### config.mk
export PLATFORM = sky130hd
export DESIGN_NAME = alu_sequencer
export DESIGN_NICKNAME = d
export VERILOG_FILES = /design/src/rtl/alu_sequencer.sv
export SDC_FILE = /design/constraint.sdc
export NUM_CORES = 1
export LEC_CHECK = 0
export ABC_AREA = 1
export CORE_MARGIN = 2
export CORE_UTILIZATION = 30
export DETAILED_ROUTE_END_ITERATION = 7
export MAX_ROUTING_LAYER = met4
export PLACE_DENSITY_LB_ADDON = 0.1
export SLEW_MARGIN = 20
export SYNTH_ARGS = -nofsm -noshare
export SYNTH_HDL_FRONTEND = slang
export SYNTH_SLANG_ARGS = --single-unit
### constraint.sdc
create_clock -name clk -period 2.1 [get_ports clk]
set_input_delay 0.63 -clock clk [delete_from_list [all_inputs] [get_ports clk]]
set_output_delay 0.63 -clock clk [all_outputs]
set_load 0.01 [all_outputs]
### src/rtl/alu_sequencer.sv
// Issue/writeback controller for the 8-bit ALU: owns an 8x8 register file,
// launches one instruction per 3 cycles and commits result and flags.
module alu_sequencer (
    input  logic       clk,
    input  logic       rst,
    input  logic       instr_valid,
    output logic       instr_ready,
    input  logic [3:0] instr_op,
    input  logic [2:0] instr_rd,
    input  logic [2:0] instr_rs,
    input  logic [2:0] instr_rt,
    input  logic       instr_use_imm,
    input  logic [7:0] instr_imm,
    output logic [7:0] alu_a,
    output logic [7:0] alu_b,
    output logic [3:0] alu_opcode,
    input  logic [7:0] alu_y,
    input  logic       alu_cout,
    input  logic       alu_bout,
    output logic       done,
    output logic       flag_c,
    output logic       flag_b,
    output logic       flag_z,
    input  logic       wr_en,
    input  logic [2:0] wr_addr,
    input  logic [7:0] wr_data,
    input  logic [2:0] rd_addr,
    output logic [7:0] rd_data
);

    typedef enum logic [1:0] {
        S_IDLE = 2'd0,
        S_EXEC = 2'd1,
        S_DONE = 2'd2
    } state_e;

    state_e     state_q, state_d;
    logic       accept, host_we;
    logic       done_q, done_d;
    logic [7:0] alu_a_q, alu_a_d;
    logic [7:0] alu_b_q, alu_b_d;
    logic [3:0] op_q, op_d;
    logic [2:0] rd_q, rd_d;
    logic       flag_c_q, flag_c_d;
    logic       flag_b_q, flag_b_d;
    logic       flag_z_q, flag_z_d;
    logic [7:0] regs_q [8];
    logic [7:0] regs_d [8];

    always_ff @(posedge clk) begin
        if (rst) state_q <= S_IDLE;
        else     state_q <= state_d;
    end

    always_comb begin
        state_d = state_q;
        case (state_q)
            S_IDLE:  if (accept) state_d = S_EXEC;
            S_EXEC:  state_d = S_DONE;
            S_DONE:  state_d = S_IDLE;
            default: state_d = S_IDLE;
        endcase
    end

    always_comb begin
        instr_ready = (state_q == S_IDLE) && !rst;
        done_d      = (state_q == S_EXEC);
    end

    assign accept  = instr_valid & instr_ready;
    assign host_we = wr_en & instr_ready;

    always_comb begin
        alu_a_d  = alu_a_q;
        alu_b_d  = alu_b_q;
        op_d     = op_q;
        rd_d     = rd_q;
        flag_c_d = flag_c_q;
        flag_b_d = flag_b_q;
        flag_z_d = flag_z_q;
        for (int i = 0; i < 8; i++) regs_d[i] = regs_q[i];
        // Operands are read from regs_q, so a same-cycle host write is not seen
        if (accept) begin
            alu_a_d = regs_q[instr_rs];
            alu_b_d = instr_use_imm ? instr_imm : regs_q[instr_rt];
            op_d    = instr_op;
            rd_d    = instr_rd;
        end
        if (host_we) regs_d[wr_addr] = wr_data;
        if (state_q == S_EXEC) begin
            regs_d[rd_q] = alu_y;
            flag_z_d     = (alu_y == 8'h00);
            // ALU merges carry/borrow sources; only arithmetic ops may update them
            if (op_q == 4'd0 || op_q == 4'd2) flag_c_d = alu_cout;
            if (op_q == 4'd1 || op_q == 4'd3) flag_b_d = alu_bout;
        end
    end

    always_ff @(posedge clk) begin
        if (rst) begin
            done_q   <= 1'b0;
            alu_a_q  <= 8'h00;
            alu_b_q  <= 8'h00;
            op_q     <= 4'h0;
            rd_q     <= 3'd0;
            flag_c_q <= 1'b0;
            flag_b_q <= 1'b0;
            flag_z_q <= 1'b0;
            for (int i = 0; i < 8; i++) regs_q[i] <= 8'h00;
        end else begin
            done_q   <= done_d;
            alu_a_q  <= alu_a_d;
            alu_b_q  <= alu_b_d;
            op_q     <= op_d;
            rd_q     <= rd_d;
            flag_c_q <= flag_c_d;
            flag_b_q <= flag_b_d;
            flag_z_q <= flag_z_d;
            for (int i = 0; i < 8; i++) regs_q[i] <= regs_d[i];
        end
    end

    assign alu_a      = alu_a_q;
    assign alu_b      = alu_b_q;
    assign alu_opcode = op_q;
    assign done       = done_q;
    assign flag_c     = flag_c_q;
    assign flag_b     = flag_b_q;
    assign flag_z     = flag_z_q;
    assign rd_data    = regs_q[rd_addr];

endmodule

======== Yosys cells after proc, flatten, opt, wreduce, memory -nomap -nowiden ========
Memory sizes are Yosys's and may differ from the RTL's. A register that Yosys moved wholly into a read port is not among the register bits.
Cells that the tools add are included.
operators by class
  bitwise gates (word level) .............. 12
  multiplexer cells ....................... 22
  reductions and logical operators ........ 11
  $lt $le $gt $ge ......................... 4
  equal/unequal tests ..................... 5
operators by type and width
  kind                  number
  $bwmux W64            2
  $mux W64              2
  $mux W8               11
  $demux W8 S3          2
  $eq A4 B2 Y1 const B  2
  $ge A4 B4 Y1 const B  2
  $logic_not A8 Y1      1
  $lt A4 B1 Y1 const B  2
  $not A3 Y4            2
  $or A1 B1 Y1          8
  $eq A4 B1 Y1 const B  1
  $logic_not A4 Y1      1
  $pmux W2 S2           1
  $reduce_and A2 Y1     2
  $logic_and A1 B1 Y1   3
  $mux W1               3
  $and A1 B1 Y1         2
  $eq A2 B1 Y1 const B  1
  $logic_not A2 Y1      1
  $logic_or A1 B1 Y1    2
  $mux W2               1
  $ne A2 B2 Y1 const B  1
  $logic_not A1 Y1      1
word-level totals
  memories kept ........................... 1
  input port bits ......................... 50
  output and inout bits ................... 33
  word-level logic and storage cells ...... 63
  flip-flop bits (word level) ............. 21
  RAM bits ................................ 64
memories
  name    depth  bits a word  rd ports  clocked after Yosys merged registers in  wr ports  RTL line  source
  regs_q  8      8            11        1                                        8         47        logic [7:0] regs_q [8];

======== Logic depth before layout (Yosys ltp) ========
Gate-level depths: netlist of the first run.
  word-level depth ........................ 10
  mapped depth ............................ 10
  mapped depth without buffers ............ 9

======== Worst setup path before layout of the first run ========
Ideal clock, no wire load.
  path type ............................... in2out
  start ................................... in rd_addr[1]
  end ..................................... out rd_data[5]
  data required time ...................... 1.470 ns
  slack ................................... 0.049 ns
  stages .................................. 6
  arrival time ............................ 1.421 ns
  buffers on the path ..................... 2
  cells stage by stage .................... buf_2 > buf_2 > o211ai_1 > nand2_1 > nor2_1 > a31oi_1
between the ends
  word-level cells in the longest chain between the ends .. 1
ends and longest elaborated chain
  what           RTL line  source
  from (decl)    27        input logic [2:0] rd_addr,
  $mem_v2 Z8 W8  n/a
  to (decl)      28        output logic [7:0] rd_data
No other way between the ends.

======== Worst setup path after layout of the first run ========
  start ................................... in rd_addr[0]
  end ..................................... out rd_data[5]
The elaborated chain is that of the path after synthesis.

==> results.py, run 1 <==
metrics = {
    "run_status": {
        "status": "complete, but fails checks",
        "violations": "setup timing",
    },
    "cells_and_area": {
        "finalInstanceArea_um2": 8617,
        "num_antenna_cells": 0,
        "final_cell_mix": "304 x nand2_1, 161 x inv_1, 136 x nand3_1, 104 x buf_4, 92 x dfxtp_1",
        "area.growth.synth_to_final_pct": 37.08,
        "final_common_cell": "nand2_1",
        "final_cells": 1486,
        "drive_above_1_share_pct": 18.09,
        "multiInputGateArea_um2": 3532,
        "layout.nets": 1261,
        "area.sequential_um2": 1863,
        "n_fill_cell": 2244,
    },
    "placed_design": {
        "port_buffers": 82,
        "dpl.hpwl_um": 21570,
        "globalplace.congestion": 0.9437,
        "place_inst": 1461,
        "placed_area_um2": 8061,
    },
    "drt": {
        "remaining_drc_errors": 0,
        "antenna_left": 0,
        "drtPass1Iterations": 5,
        "vias": 7329,
        "drt-total-wl_um": 27580,
        "viasPerCell": 4.932,
        "wl_per_cell_um": 18.56,
        "drt-initial-drc-count": 797,
    },
    "grt": {
        "grt_pass1_vias": 6752,
        "grt_pass1_wl_um": 41780,
        "grt_max_degree": 52,
        "globalRouteMet3Util_pct": 5.107,
        "antenna_found_initial": 0,
        "met2_usage_pct": 37.31,
        "gr-total-overflow": 0,
        "top_usage_layer": "met1",
        "grt_usage_pct": 25.98,
        "use_met1_pct": 37.66,
    },
    "yosys": {
        "syn_area_per_cell_um2": 5.964,
        "syn_nets": 1104,
        "synth_top_area_cell": "dfxtp_1",
        "synthCells": 1054,
        "synthDominantCellAreaShare_pct": 29.62,
        "synth.cell_area_um2": 6286,
        "yosysWarningCount": 0,
        "synthTopCellsByArea": "dfxtp_1 30%, nand2_1 18%, nand3_1 11%",
        "yosysSeqAreaShare_pct": 29.62,
        "yosys_register_bits": 93,
        "synth_cell_types": 27,
    },
    "sta": {
        "rsz0062_at_grt": "yes",
        "fmax_mhz": 466.4,
        "slew_headroom_pct": 61.30,
        "worstMarginPinSlew_ns": 0.5806,
        "hold_viol": 0,
        "hold_slack_ns": 0.4434,
        "fin_setup_tns_ns": -0.2570,
        "drv_slew": 0,
        "fin_crit_ns": 2.144,
        "setup_violations": 7,
        "finalClockSkew_ns": 0.01110,
        "setup_ws_ns": -0.04397,
        "layout_worst_path_cycle_share_pct": 102.1,
    },
    "floorplanning": {
        "die_w_um": 148.8,
        "core_um2": 20430,
        "die_h_um": 148.8,
        "initial_core_util_pct": 30.77,
        "row_count": 52,
        "io_pins": 83,
        "dieArea_um2": 22130,
    },
    "pwr": {
        "ir_worst_vdd_v": 0.0003727,
        "switchingPower_uw": 1460,
        "p_per_area_nw_per_um2": 547.4,
        "switching_share_pct": 30.95,
        "seq_power_share_pct": 39.9,
        "internal_power_uw": 3257,
        "p_total_uw": 4717,
        "pwr-share-comb_pct": 22.5,
        "p_clk_share_pct": 37.5,
        "leakagePower_uw": 0.004402,
    },
    "setup_path": {
        "cp.required_ns": 1.47,
        "arrival_ns": 1.51,
        "path_class": "input port to primary output",
        "cp-start-kind": "input port",
        "cp-end-kind": "primary output",
        "crit_fanout": 8,
    },
    "flow_run": {
        "cap_violations": 0,
    },
    "clock_tree": {
        "clk_path_buf_depth": 2,
        "cts_tree": "built",
        "clk_pin_slew_ns": 0.07,
        "clock-root-buffer": "clkbuf_16",
        "cts_hold_buffers": 0,
        "worstSkewPairLatency_ns": 0.36,
        "cts_buffers": 9,
        "cts.htree.levels": 3,
        "clkSinkCount": 93,
    },
    "hold_path": {
        "hp-class": "flip-flop to flip-flop",
    },
}
## sequential cells by signal (all words and copies together) (netlist names), 2 cells and up
signal      count
alu_opcode      4
regs_q         64
alu_a           8
alu_b           8
state_q         2
rd_q            3
## synthesized netlist by cell type
| cell type | n |
|---|---|
| o211ai_1 | 29 |
| nor2_8 | 3 |
| nor3_1 | 1 |
| a31oi_1 | 8 |
| nand2_1 | 305 |
| nand2_4 | 8 |
| clkinv_2 | 5 |
| nor2_2 | 1 |
| buf_4 | 3 |
| buf_1 | 2 |
| a21oi_1 | 105 |
| clkinv_1 | 1 |
| nand2_2 | 7 |
| o21ai_0 | 77 |
| nand4_1 | 2 |
| buf_6 | 5 |
| nor2_1 | 24 |
| buf_2 | 24 |
| dfxtp_1 | 93 |
| clkinv_4 | 3 |
| nand3_1 | 136 |
| nand3_4 | 2 |
| nor2_4 | 2 |
| inv_2 | 8 |
| o21ai_1 | 10 |
| inv_1 | 166 |
| clkbuf_1 | 24 |
## metrics by stage
stage | utilization, % | setup slack [ns]
4_1_cts | 41.98 | -0.04988
3_3_place_gp | 39.46 | -0.9787
3_5_place_dp | 39.46 | -0.9865
5_1_grt | 42.18 | -0.1425
6_report | 42.18 | -0.04397
2_1_floorplan | - | 0.04860
## layer usage
layer | wire length (um) | vias up | share of wire (%)
li1 | - | 3688 | -
met1 | 13130 | 3326 | 48
met2 | 11660 | 296 | 42
met3 | 2387 | 19 | 8.7
met4 | 405 | 0 | 1.5
met5 | 0 | - | 0
## power by group through the flow
stage	registers (uW)	clock network, uW	logic, uW
floorplan	1920	0	508
global placement	1920	0	997
detailed placement	1920	0	998
CTS	1880	1800	1050
global route	1890	1870	1160
finish	1880	1770	1060
## worst max-delay path, cell delays in order
cell and delay [ns]:
buf_12 0.13, buf_2 0.16, o211ai_1 0.18, nand2_1 0.10, nor2_2 0.09, a31oi_2 0.05, buf_2 0.16
## layout make-up
class	instances	area share (%)
well taps	270	3.920
repair buffers	204	21.52
multi-input cells	720	40.99
flip-flops and latches	93	21.62
clock buffers	10	2.773
inverters	183	8.378
clock inverters	6	0.7986
## cell families (layout without fill, tap and decap cells)
logic type	count (synthesis)	after routing	synth area share, %
AO/OA/AOI/OAI	229	229	19.55
buffers and inverters	241	403	15.98
flip-flops	93	93	29.62
AND/OR/NAND/NOR	491	491	34.85
## worst paths after layout
kind	start	end	slack, ns	cells past startpoint
max	rd_addr[0]	rd_data[5]	-0.04	7
min	flag_b	flag_b	0.44	2
max reg2reg	state_q[0]	regs_q[2][1]	0.40	9
min reg2reg	flag_b	flag_b	0.44	2
## timing repair
action,CTS,global route
resized for setup,108,16
setup buffers,4,0
setup endpoints to repair,9,8
pin swaps,19,6
hold endpoints to repair,0,0
gates cloned,5,0
Note: power is estimated with default switching activity, not from simulation.
==> inputs of run 2 (changes only) <==
- CORE_ASPECT_RATIO: not set -> 0.6
- SLEW_MARGIN: 20 -> not set
==> run 2 against run 1 <==
The run still ends with setup timing left; clock power decreased by 7%; worst setup slack got worse by 0.17 ns; first-iteration DRC count increased by 21%; clock-buffer cell count increased by 3; sequential power about the same; worst hold slack improved by 0.0041 ns; cell area decreased by 0.42%; final cell count increased by 0.34%; total power decreased by 2.2%; via count increased by 2.6%; highest routed layer unchanged.
==> results.py, run 2 (synthesis gave the netlist of run 1 again) <==
metrics = {
    "run_status": {
        "status": "complete, but fails checks",
        "violations": "setup timing",
    },
    "placed_design": {
        "placed_area_um2": 8080,
        "dpl.hpwl_um": 22810,
        "port_buffers": 82,
        "place_ws_ns": -1.126,
        "globalplace.congestion": 0.9736,
    },
    "sta": {
        "worstMarginPinSlew_ns": 0.6339,
        "fmax_mhz": 432.9,
        "setup_ws_ns": -0.2102,
        "drv_slew": 0,
        "layout_worst_path_cycle_share_pct": 110.0,
        "finalClockSkew_ns": 0.01305,
        "slew_headroom_pct": 57.61,
        "hold_viol": 0,
        "rsz0062_at_grt": "yes",
        "fin_crit_ns": 2.310,
        "setup_violations": 8,
    },
    "pwr": {
        "internal_power_uw": 3184,
        "p_clk_share_pct": 35.6,
        "switching_share_pct": 30.97,
        "leakagePower_uw": 0.004371,
        "ir_worst_vdd_v": 0.0004248,
        "switchingPower_uw": 1429,
        "pwr-share-comb_pct": 23.7,
        "seq_power_share_pct": 40.7,
        "p_per_area_nw_per_um2": 537.7,
    },
    "clock_tree": {
        "cts.htree.levels": 3,
        "cts_tree": "built",
        "cts_buffers": 9,
        "worstSkewPairLatency_ns": 0.36,
        "clkSinkCount": 93,
        "clock-root-buffer": "clkbuf_16",
        "clk_pin_slew_ns": 0.06,
        "clk_path_buf_depth": 2,
        "cts_hold_buffers": 0,
    },
    "setup_path": {
        "arrival_ns": 1.68,
        "worst_r2r_endpoint": "regs_q[0][4]",
        "path_class": "input port to primary output",
        "r2r-start": "state_q[1]",
        "crit_fanout": 3,
        "cp-start-kind": "input port",
        "cp-end-kind": "primary output",
        "crit_path_frequent_cell": "buf_6",
        "cp.required_ns": 1.47,
        "worst-r2r-cell-count": 10,
        "r2r_slack_ns": 0.47,
        "worstPathCellList": "buf_8 > clkinvlp_4 > buf_6 > buf_6 > a21oi_1 > o21ai_0 > a31oi_2 > buf_2",
        "slowest_stage": "a31oi_2",
        "cp_slowest_stage_delay_ns": 0.25,
    },
    "floorplanning": {
        "die_w_um": 190.9,
        "core_um2": 20270,
        "io_pins": 83,
        "die_h_um": 116.1,
        "dieArea_um2": 22170,
        "initial_core_util_pct": 31.01,
        "row_count": 40,
    },
    "hold_path": {
        "hp-class": "flip-flop to flip-flop",
        "whs_path_depth": 2,
        "hp-start": "flag_b",
        "hold_path_end": "flag_b",
    },
    "cells_and_area": {
        "drive_above_1_share_pct": 17.34,
        "layout.nets": 1262,
        "largest_register_ff_count": 64,
        "area.growth.synth_to_final_pct": 36.50,
        "finalInstanceArea_um2": 8581,
        "regMostFlops": "regs_q",
        "final_common_cell": "nand2_1",
        "final_cell_mix": "305 x nand2_1, 164 x inv_1, 136 x nand3_1, 110 x buf_4, 96 x a21oi_1",
    },
    "grt": {
        "grt_max_degree": 52,
        "grt_pass1_vias": 6742,
        "grt_usage_pct": 27.94,
        "grt_pass1_wl_um": 43460,
        "gr-total-overflow": 0,
        "antenna_found_initial": 1,
    },
    "drt": {
        "wl_per_cell_um": 19.62,
        "drt-total-wl_um": 29250,
        "antenna_left": 0,
        "drt-initial-drc-count": 966,
        "vias": 7517,
        "remaining_drc_errors": 0,
        "viasPerCell": 5.042,
        "drtPass1Iterations": 5,
    },
    "flow_run": {
        "cap_violations": 0,
    },
}
==> run 2: layout make-up <==
type	instances	area, um2
fillers	2223	11690
multi-input cells	720	3547
repair buffers	204	1813
inverters	183	718.2
well taps	273	341.6
flip-flops and latches	93	1862
diodes	1	2.502
clock inverters	3	18.77
repair inverters	1	7.507
clock buffers	13	270.3
==> run 2: through the flow <==
step           hold slack [ns]  utilization, %  std cells  setup TNS, ns  power (uW)
2_1_floorplan           0.4677               -       1054              0        2425
3_3_place_gp            0.4391           39.86       1466         -10.34        2938
3_5_place_dp            0.4387           39.86       1466         -10.48        2938
4_1_cts                 0.4488           42.07       1490         -1.262        4620
5_1_grt                 0.4613           42.33       1491         -1.807        4811
6_report                0.4475           42.33       1491         -1.283        4613
==> run 2: power groups by stage <==
| stage | sequential [uW] | clock (uW) | combinational, uW |
|---|---|---|---|
| after global placement | 1920 | 0 | 1020 |
| after CTS | 1870 | 1690 | 1060 |
| after floorplan | 1920 | 0 | 508 |
| after global routing | 1880 | 1750 | 1180 |
| final | 1880 | 1640 | 1090 |
| after detailed placement | 1910 | 0 | 1020 |
==> run 2: worst max path at each step <==
stage	end	slack [ns]	from	cells after the start
detailed placement	rd_data[2]	-1.13	rd_addr[0]	7
CTS	rd_data[3]	-0.19	rd_addr[1]	10
floorplan	rd_data[5]	0.05	rd_addr[1]	6
global placement	rd_data[0]	-1.11	rd_addr[0]	7
global route	rd_data[2]	-0.28	rd_addr[1]	9
finish	rd_data[3]	-0.21	rd_addr[1]	8
==> run 2: timing repair <==
item	4_1_cts	5_1_grt
endpoints found under the setup margin	9	8
resized for setup	78	21
setup buffers	7	0
pin swaps	5	3
gates cloned	1	0
==> run 2: routing by layer <==
| layer | track usage, % | wire length [um] | part of all wire [%] |
|---|---|---|---|
| met2 | 36.59 | 11150 | 38 |
| met4 | 5.271 | 304 | 1.0 |
| met1 | 42.49 | 14320 | 49 |
| met5 | - | 0 | 0 |
| met3 | 6.611 | 3480 | 12 |
==> run 2: critical path: cells and delay by family <==
| family | cells | cell delay [ns] |
|---|---|---|
| AO/OA/AOI/OAI | 3 | 0.45 |
| buffers and inverters | 5 | 0.60 |
==> inputs of run 3 (changes only) <==
- CAP_MARGIN: not set -> 20
- TNS_END_PERCENT: not set -> 100
==> results of run 3 <==
No change in the layout: final DEF, timing and power equal those of run 2.
